<file path="config.mk">
export PLATFORM = sky130hd
export DESIGN_NAME = gpr_file_param
export DESIGN_NICKNAME = d
export VERILOG_FILES = /design/src/rtl/gpr_file_param.sv
export SDC_FILE = /design/constraint.sdc
export NUM_CORES = 2
export LEC_CHECK = 0
export CAP_MARGIN = 10
export CORE_MARGIN = 5
export CORE_UTILIZATION = 57
export DETAILED_ROUTE_END_ITERATION = 7
export PLACE_DENSITY = 0.77
export SYNTH_ARGS = -nofsm -noshare
export SYNTH_HDL_FRONTEND = slang
export SYNTH_SLANG_ARGS = --single-unit
</file>
<file path="constraint.sdc">
create_clock -name clk -period 2.15 [get_ports clk]
set_input_delay 0.43 -clock clk [delete_from_list [all_inputs] [get_ports clk]]
set_output_delay 0.43 -clock clk [all_outputs]
set_load 0.005 [all_outputs]
</file>
<file path="src/rtl/gpr_file_param.sv">
// Parameterised general-purpose register file with two registered read ports,
// per-register pending (busy) tracking, optional write forwarding and a bulk-clear sweep.
module gpr_file_param #(
  parameter int XLEN     = 32,
  parameter int NREGS    = 32,
  parameter int AW       = 5,
  parameter int ZERO_REG = 1,
  parameter int BYPASS   = 1
) (
  input  logic            clk,
  input  logic            rst_n,
  input  logic            read_en,
  input  logic [AW-1:0]   rs1_addr,
  input  logic [AW-1:0]   rs2_addr,
  input  logic            write_en,
  input  logic [AW-1:0]   rd_addr,
  input  logic [XLEN-1:0] write_data,
  input  logic            rsv_en,
  input  logic [AW-1:0]   rsv_addr,
  input  logic            clr_req,
  output logic [XLEN-1:0] rs1_data,
  output logic [XLEN-1:0] rs2_data,
  output logic            rs1_busy,
  output logic            rs2_busy,
  output logic            ready,
  output logic            clr_done
);

  typedef enum logic [1:0] {
    ST_IDLE  = 2'd0,
    ST_CLEAR = 2'd1,
    ST_DONE  = 2'd2
  } state_t;

  localparam logic [AW-1:0] ZERO_IDX = {AW{1'b0}};
  localparam logic [AW-1:0] LAST_IDX = AW'(NREGS - 1);

  state_t            state_r, state_s;
  logic [AW-1:0]     idx_r, idx_s;
  logic              ready_r, clr_done_r;
  logic [XLEN-1:0]   regs_r [NREGS];
  logic [NREGS-1:0]  busy_r;
  logic              rd_ok_s, wr_ok_s, rsv_ok_s;
  logic [XLEN:0]     rs1_mux_s, rs2_mux_s;
  logic [XLEN-1:0]   rs1_data_r, rs2_data_r;
  logic              rs1_busy_r, rs2_busy_r;

  function automatic logic is_zero_reg(input logic [AW-1:0] addr);
    return (ZERO_REG != 32'sd0) && (addr == ZERO_IDX);
  endfunction

  // Read mux result is {busy, data}; forwarding only applies when a write is actually accepted.
  function automatic logic [XLEN:0] read_mux(
    input logic [AW-1:0]   addr,
    input logic [XLEN-1:0] stored,
    input logic            stored_busy,
    input logic            wr_ok,
    input logic [AW-1:0]   wr_addr,
    input logic [XLEN-1:0] wr_data
  );
    logic [XLEN:0] res;
    if (is_zero_reg(addr)) begin
      res = {1'b0, {XLEN{1'b0}}};
    end else if ((BYPASS != 32'sd0) && wr_ok && (wr_addr == addr)) begin
      res = {1'b0, wr_data};
    end else begin
      res = {stored_busy, stored};
    end
    return res;
  endfunction

  // Strobe qualification: nothing is accepted while the sweep owns the array.
  always_comb begin
    rd_ok_s  = read_en & ready_r;
    wr_ok_s  = write_en & ready_r & ~is_zero_reg(rd_addr);
    rsv_ok_s = rsv_en & ready_r & ~is_zero_reg(rsv_addr);
  end

  // Next-state and clear-index logic for the bulk-clear sequencer.
  always_comb begin
    state_s = state_r;
    idx_s   = idx_r;
    case (state_r)
      ST_IDLE: begin
        idx_s = ZERO_IDX;
        if (clr_req) begin
          state_s = ST_CLEAR;
        end else begin
          state_s = ST_IDLE;
        end
      end
      ST_CLEAR: begin
        if (idx_r == LAST_IDX) begin
          state_s = ST_DONE;
          idx_s   = ZERO_IDX;
        end else begin
          state_s = ST_CLEAR;
          idx_s   = idx_r + AW'(1'b1);
        end
      end
      ST_DONE: begin
        state_s = ST_IDLE;
        idx_s   = ZERO_IDX;
      end
      default: begin
        state_s = ST_IDLE;
        idx_s   = ZERO_IDX;
      end
    endcase
  end

  // Sequencer state, index and the registered ready/clr_done flags.
  always_ff @(posedge clk or negedge rst_n) begin
    if (!rst_n) begin
      state_r    <= ST_IDLE;
      idx_r      <= ZERO_IDX;
      ready_r    <= 1'b1;
      clr_done_r <= 1'b0;
    end else begin
      state_r    <= state_s;
      idx_r      <= idx_s;
      ready_r    <= (state_s == ST_IDLE);
      clr_done_r <= (state_s == ST_DONE);
    end
  end

  // Register array and busy bits; reservation is applied last so it wins over a same-address write.
  always_ff @(posedge clk or negedge rst_n) begin
    if (!rst_n) begin
      for (int i = 0; i < NREGS; i++) begin
        regs_r[i] <= {XLEN{1'b0}};
      end
      busy_r <= {NREGS{1'b0}};
    end else if (state_r == ST_CLEAR) begin
      regs_r[idx_r] <= {XLEN{1'b0}};
      busy_r[idx_r] <= 1'b0;
    end else begin
      if (wr_ok_s) begin
        regs_r[rd_addr] <= write_data;
        busy_r[rd_addr] <= 1'b0;
      end
      if (rsv_ok_s) begin
        busy_r[rsv_addr] <= 1'b1;
      end
    end
  end

  // Combinational read selection for both ports.
  always_comb begin
    rs1_mux_s = read_mux(rs1_addr, regs_r[rs1_addr], busy_r[rs1_addr], wr_ok_s, rd_addr, write_data);
    rs2_mux_s = read_mux(rs2_addr, regs_r[rs2_addr], busy_r[rs2_addr], wr_ok_s, rd_addr, write_data);
  end

  // Registered read ports; they hold whenever no qualified read is presented.
  always_ff @(posedge clk or negedge rst_n) begin
    if (!rst_n) begin
      rs1_data_r <= {XLEN{1'b0}};
      rs2_data_r <= {XLEN{1'b0}};
      rs1_busy_r <= 1'b0;
      rs2_busy_r <= 1'b0;
    end else if (rd_ok_s) begin
      rs1_data_r <= rs1_mux_s[XLEN-1:0];
      rs2_data_r <= rs2_mux_s[XLEN-1:0];
      rs1_busy_r <= rs1_mux_s[XLEN];
      rs2_busy_r <= rs2_mux_s[XLEN];
    end
  end

  assign rs1_data = rs1_data_r;
  assign rs2_data = rs2_data_r;
  assign rs1_busy = rs1_busy_r;
  assign rs2_busy = rs2_busy_r;
  assign ready    = ready_r;
  assign clr_done = clr_done_r;

endmodule

</file>
; After elaboration in Yosys (flattened, before gate mapping)
; Index checks and enable logic that the tools add are counted.
[word_totals]
output_inout_bits = 68
ff_bits = 1131
input_bits = 58
word_cells = 129
[op_classes]
n_eq_ne = 5
reduce_logical = 14
order_cmp = 14
mux = 36
bitwise = 18
addsub = 1
[ops]
columns = op, n
row1 = $mux 1024, 2
row2 = $and 1024x1024->1024, 1
row3 = $bwmux 1024, 1
row4 = $not 1024->1024, 1
row5 = $bmux 32 s5, 2
row6 = $demux 32 s5, 2
row7 = $mux 32, 10
row8 = $mux 33, 4
row9 = $and 32x32->32, 2
row10 = $not 32->32, 2
row11 = $or 32x32->32, 1
row12 = $lt 5x6->1 const B, 5
row13 = $ge 6x6->1 const B, 4
row14 = $not 5->6, 4
row15 = $logic_not 5->1, 4
row16 = $demux 1 s5, 3
row17 = $ge 5x1->1 const B, 3
row18 = $lt 6x1->1 const B, 2
row19 = $bmux 1 s5, 2
row20 = $eq 5x5->1, 2
row21 = $mux 5, 2
row22 = $logic_and 1x1->1, 7
row23 = $mux 1, 6
row24 = $add 5x1->5 const B, 1
row25 = other kinds (9), 15

; Depth between registers and ports, before layout
[depth]
depth_word = 11
depth_mapped = 10
mapped_depth_nobuf = 6

; Least setup slack after synthesis
; Ideal clock, no wire load.
[synth_timing]
path_type = input to register
from = input port rs1_addr[2]
to = register rs1_data_r[0] (netlist: rs1_data[0])
slack_ns = -0.164
path_stages = 8
required_ns = 2.021
t_arrival_ns = 2.186
path_buffers = 4
setup_ns = 0.129
path_cell_list = buf_2 -> buf_2 -> buf_2 -> buf_1 -> mux4_2 -> mux2_2 -> o211ai_1 -> nand3b_1
[synth_via]
elab_chain_len = 6
elab_cells_between_ends = 9
cone_classes = eq/ne (1) / mux (5) / bitwise (1) / reduce/logical (2)
[synth_lines]
columns = element, line
row1 = from (decl), 13  ; input logic [AW-1:0] rs1_addr,
row2 = $not 5->6 (implied by the code), 150  ; rs1_mux_s = read_mux(rs1_addr, regs_r[rs1_addr], busy_r[rs1_addr], wr_ok_s, rd_addr, write_data);
row3 = $bmux 32 s5, 150
row4 = $mux 32 (implied by the code) (2 in series), 150
row5 = $mux 33, 64  ; end else if ((BYPASS != 32'sd0) && wr_ok && (wr_addr == addr)) begin
row6 = $mux 33 *, 62  ; if (is_zero_reg(addr)) begin
row7 = to (signal assigned), 157  ; rs1_data_r <= {XLEN{1'b0}};
row8 = to (signal assigned), 162  ; rs1_data_r <= rs1_mux_s[XLEN-1:0];
row9 = to (decl), 45  ; logic [XLEN-1:0] rs1_data_r, rs2_data_r;
; Mark *: on every way between the ends. The rest lies on a longest branch, timed or not. The select of a mux whose other input is x is not followed.
; A chain may end at the register's enable or synchronous reset.

; Worst setup path after layout
[layout_timing]
from = register ready_r (netlist: ready)
to = register rs2_busy_r (netlist: rs2_busy)
[layout_via]
elab_chain_len = 5
elab_cells_between_ends = 6
cone_classes = mux (2) / bitwise (3) / reduce/logical (1)
[layout_lines]
columns = element, line
row1 = from (decl), 40  ; logic ready_r, clr_done_r;
row2 = from (signal assigned), 122  ; ready_r <= (state_s == ST_IDLE);
row3 = $and 1x1->1 (2 in series), 75  ; wr_ok_s = write_en & ready_r & ~is_zero_reg(rd_addr);
row4 = $logic_and 1x1->1, 64
row5 = $mux 33, 64
row6 = $mux 33, 62
row7 = to (signal assigned), 165  ; rs2_busy_r <= rs2_mux_s[XLEN];
row8 = to (decl), 46  ; logic rs1_busy_r, rs2_busy_r;
; Parallel ways exist; a longest one is shown, timed or not.

==> metrics.csv <==
stage,metric,value,unit
setup_path,criticalPathCategory,register to register,
grt,overflow,0,
yosys,synth_common_cells,"1130 x dfrtp_1, 1021 x a22o_1, 568 x mux4_2",
yosys,ys_types,56,
timing,fin_ws,-15.8,ps
yosys,yosysMostFrequentCell,dfrtp_1,
place,post-dp-hpwl,147,mm
yosys,synthTopCellsByArea,"dfrtp_1 49%, mux4_2 22%, a22o_1 15%",
setup_path,crit_buf_inv,3,
setup_path,rr_endpoint,rs2_busy,
setup_path,path_max_fanout,4,
timing,slew_viol_final,0,
worst_hold_path,hp-class,input port to async pin,
grt,grt_antenna_before_repair,16,
clock_network,clk_pin_slew,60,ps
timing,fin_crit_sh,1.01,
finish,nets,4499,
yosys,yosysSeqAreaShare,0.488,
detailed_routing,vias,47800,
clock_network,cts_made_buffers,117,
finish,nFillCells,6474,
place,io_buffer_count,125,
finish,stdcell_area,70100,µm²
setup_path,max_stage_delay,550,ps
setup_path,arrival,2770,ps
setup_path,reg2reg_depth,8,
setup_path,critPathMostFrequentCell,buf_4,
setup_path,reg2reg_slack,-20,ps
place,place_area,66000,µm²
setup_path,r2r-start,ready,
yosys,ys_warn_count,0,
clock_network,clock_latency,730,ps
finish,syn2layout_area_growth,21.0,%
yosys,syn_nets,4222,
finish,drive_gt1_frac,0.326,
pwr,internal_power,0.0376,W
detailed_routing,wirelength,229,mm
yosys,synth_edf_count,0,
floorplan,rows,117,
floorplan,die_area,108000,µm²
finish,seq_area,28300,µm²
yosys,syn_avg_cell_area,13.9,µm²
yosys,syn_inst,4159,
yosys,synth_ff_type,dfrtp_1,
clock_network,root_buffer,clkbuf_16,
pwr,leakage,31.3,nW
floorplan,num_io_pins,126,
grt,grt_pass1_wl,336,mm
run,max_cap_viol_count,0,
pwr,clkPwrFrac,0.393,
setup_path,crit_path_top_delay_cell,dfstp_2,
yosys,async_reset_ff_frac,1.00,
clock_network,htree_levels,3,
place,place_congestion,1.02,
pwr,power.density,759,nW/µm²
place,dp_slack,-694,ps
timing,period_minus_slack,2170,ps
clock_network,cts_sinks,1131,
timing,clock_skew,26.4,ps
pwr,ir_drop,0.654,mV
setup_path,cp-end-kind,register,
detailed_routing,drc,0,
setup_path,startpoint,ready,
yosys,synth-seq-cells,1131,
pwr,p_sw_frac,0.293,
pwr,combPwrFrac,0.181,
finish,final_util,0.691,
yosys,yosysTopAreaCellShare,0.488,
setup_path,required,2760,ps
status,failed_checks,setup timing,
detailed_routing,ant_nets,0,
pwr,pwr-share-seq,0.425,
detailed_routing,wl_per_cell,38.8,µm
timing,fmax,0.462,GHz
yosys,synthesis.area,58000,µm²
timing,setup_violations,3,
floorplan,coreArea,101000,µm²
grt,grt_max_degree,84,
detailed_routing,vias_per_cell,8.09,
timing,hold_viol_final,0,
detailed_routing,drt_iter0_drc,8351,
finish,multi_input_area,28000,µm²
pwr,fin_total_pwr,0.0533,W
setup_path,crit_chain,buf_6 -> nand2_2 -> nand4b_1 -> buf_4 -> o21ai_0 -> buf_4 -> nand2_1 -> o211a_1,
floorplan,die_h,329,µm
grt,grt_pass1_vias,48600,
detailed_routing,dr.pass1.iters,8,
floorplan,dieWidth,329,µm
grt,grt_usage,0.424,
setup_path,startpoint_type,register,
yosys,synth_top_area_cell,dfrtp_1,
status,status,"finished, violations left",
timing,max_slew.worst_pin.slew,691,ps
clock_network,clock_path_buffers,3,
pwr,p_switching,0.0156,W
floorplan,start_util,0.572,
clock_network,cts_tree,yes,
setup_path,path_delay_family,compound AO/OA/AOI/OAI gates,
timing,slew_headroom,0.538,
## metal layers
layer	vias up	share of wire	track usage
met4	12	0.087	0.282
met1	24100	0.33	0.535
met2	5044	0.41	0.581
met3	1359	0.17	0.208
li1	17300	-	-
met5	-	0.00037	0
## registers in the layout, summed over array words and instances (netlist names)
register and flops:
rs2_busy 1, rs2_data 32, clr_done 1, ready 1
idx_r 5, regs_r 1024, busy_r 32, rs1_busy 1
rs1_data 32, state_r 2
## per-stage QoR
step	hold WS, ps	cells	TNS [ps]
6_report	170	5914	-20.6
5_1_grt	187	5900	-194
4_1_cts	155	5892	0
3_5_place_dp	317	5675	-461500
3_3_place_gp	313	5675	-427830
2_1_floorplan	134	4159	-1590
## worst reg2reg max path, delay by kind of cell, from the launching register on
family                 cells  cell delay, ps
AOI/OAI and AO/OA          2             570
buffers and inverters      3             560
DFF                        1             550
and+or+nand+nor            3             380
## power by group through the flow
stage          logic, W  clock network [W]  registers [W]
3_3_place_gp    0.00907                  0         0.0229
6_report        0.00966             0.0210         0.0227
4_1_cts         0.00923             0.0209         0.0226
3_5_place_dp    0.00919                  0         0.0229
5_1_grt         0.00979             0.0219         0.0227
2_1_floorplan   0.00356                  0         0.0226
## layout make-up
| class | count | area share |
|---|---|---|
| well taps | 1368 | 0.0244 |
| inverters | 10 | 0.000571 |
| multi-input cells | 2474 | 0.399 |
| repair buffers | 702 | 0.116 |
| clock buffers | 171 | 0.0489 |
| flip-flops and latches | 1131 | 0.404 |
| clock inverters | 43 | 0.00674 |
| diodes | 15 | 0.000535 |
## worst max path at each step
stage                    to  cells past startpoint  slack, ps
3_3_place_gp    rs1_data[0]                      9       -650
4_1_cts        rs1_data[28]                      1        0.7
2_1_floorplan  rs2_data[30]                      9        -70
5_1_grt        rs2_data[20]                      9        -30
3_5_place_dp    rs1_data[6]                     10       -690
6_report           rs2_busy                      8        -20
## logic make-up after synthesis
kind of cell,share of synthesized area
AOI/OAI and AO/OA,0.180
DFF,0.488
muxes,0.240
buffers and inverters,0.0402
and+or+nand+nor,0.0483
xor gates and xnor gates,0.00181
adders and majority gates,0.00108
## placed cells by master, fill, tap and decap left out, types with 51 or more instances in the layout
cell type | synthesis | routed
a22oi_1 | 64 | 64
nand3_1 | 106 | 106
a22o_1 | 1021 | 1021
buf_4 | 17 | 372
nand2_1 | 219 | 216
and2_1 | 52 | 51
mux2i_1 | 77 | 77
dfrtp_1 | 1130 | 1114
clkdlybuf4s50_1 | 0 | 98
clkbuf_16 | 0 | 120
mux4_2 | 568 | 568
o211ai_1 | 60 | 60
buf_12 | 0 | 198
## what timing repair did
action,CTS,global route
hold buffers,1,0
endpoints found under the setup margin,47,133
pin swaps,0,3
cloned,0,0
endpoints found under the hold margin,292,0
resized for setup,27,23
setup buffers,2,7
Note: power is estimated with default switching activity, not from simulation.
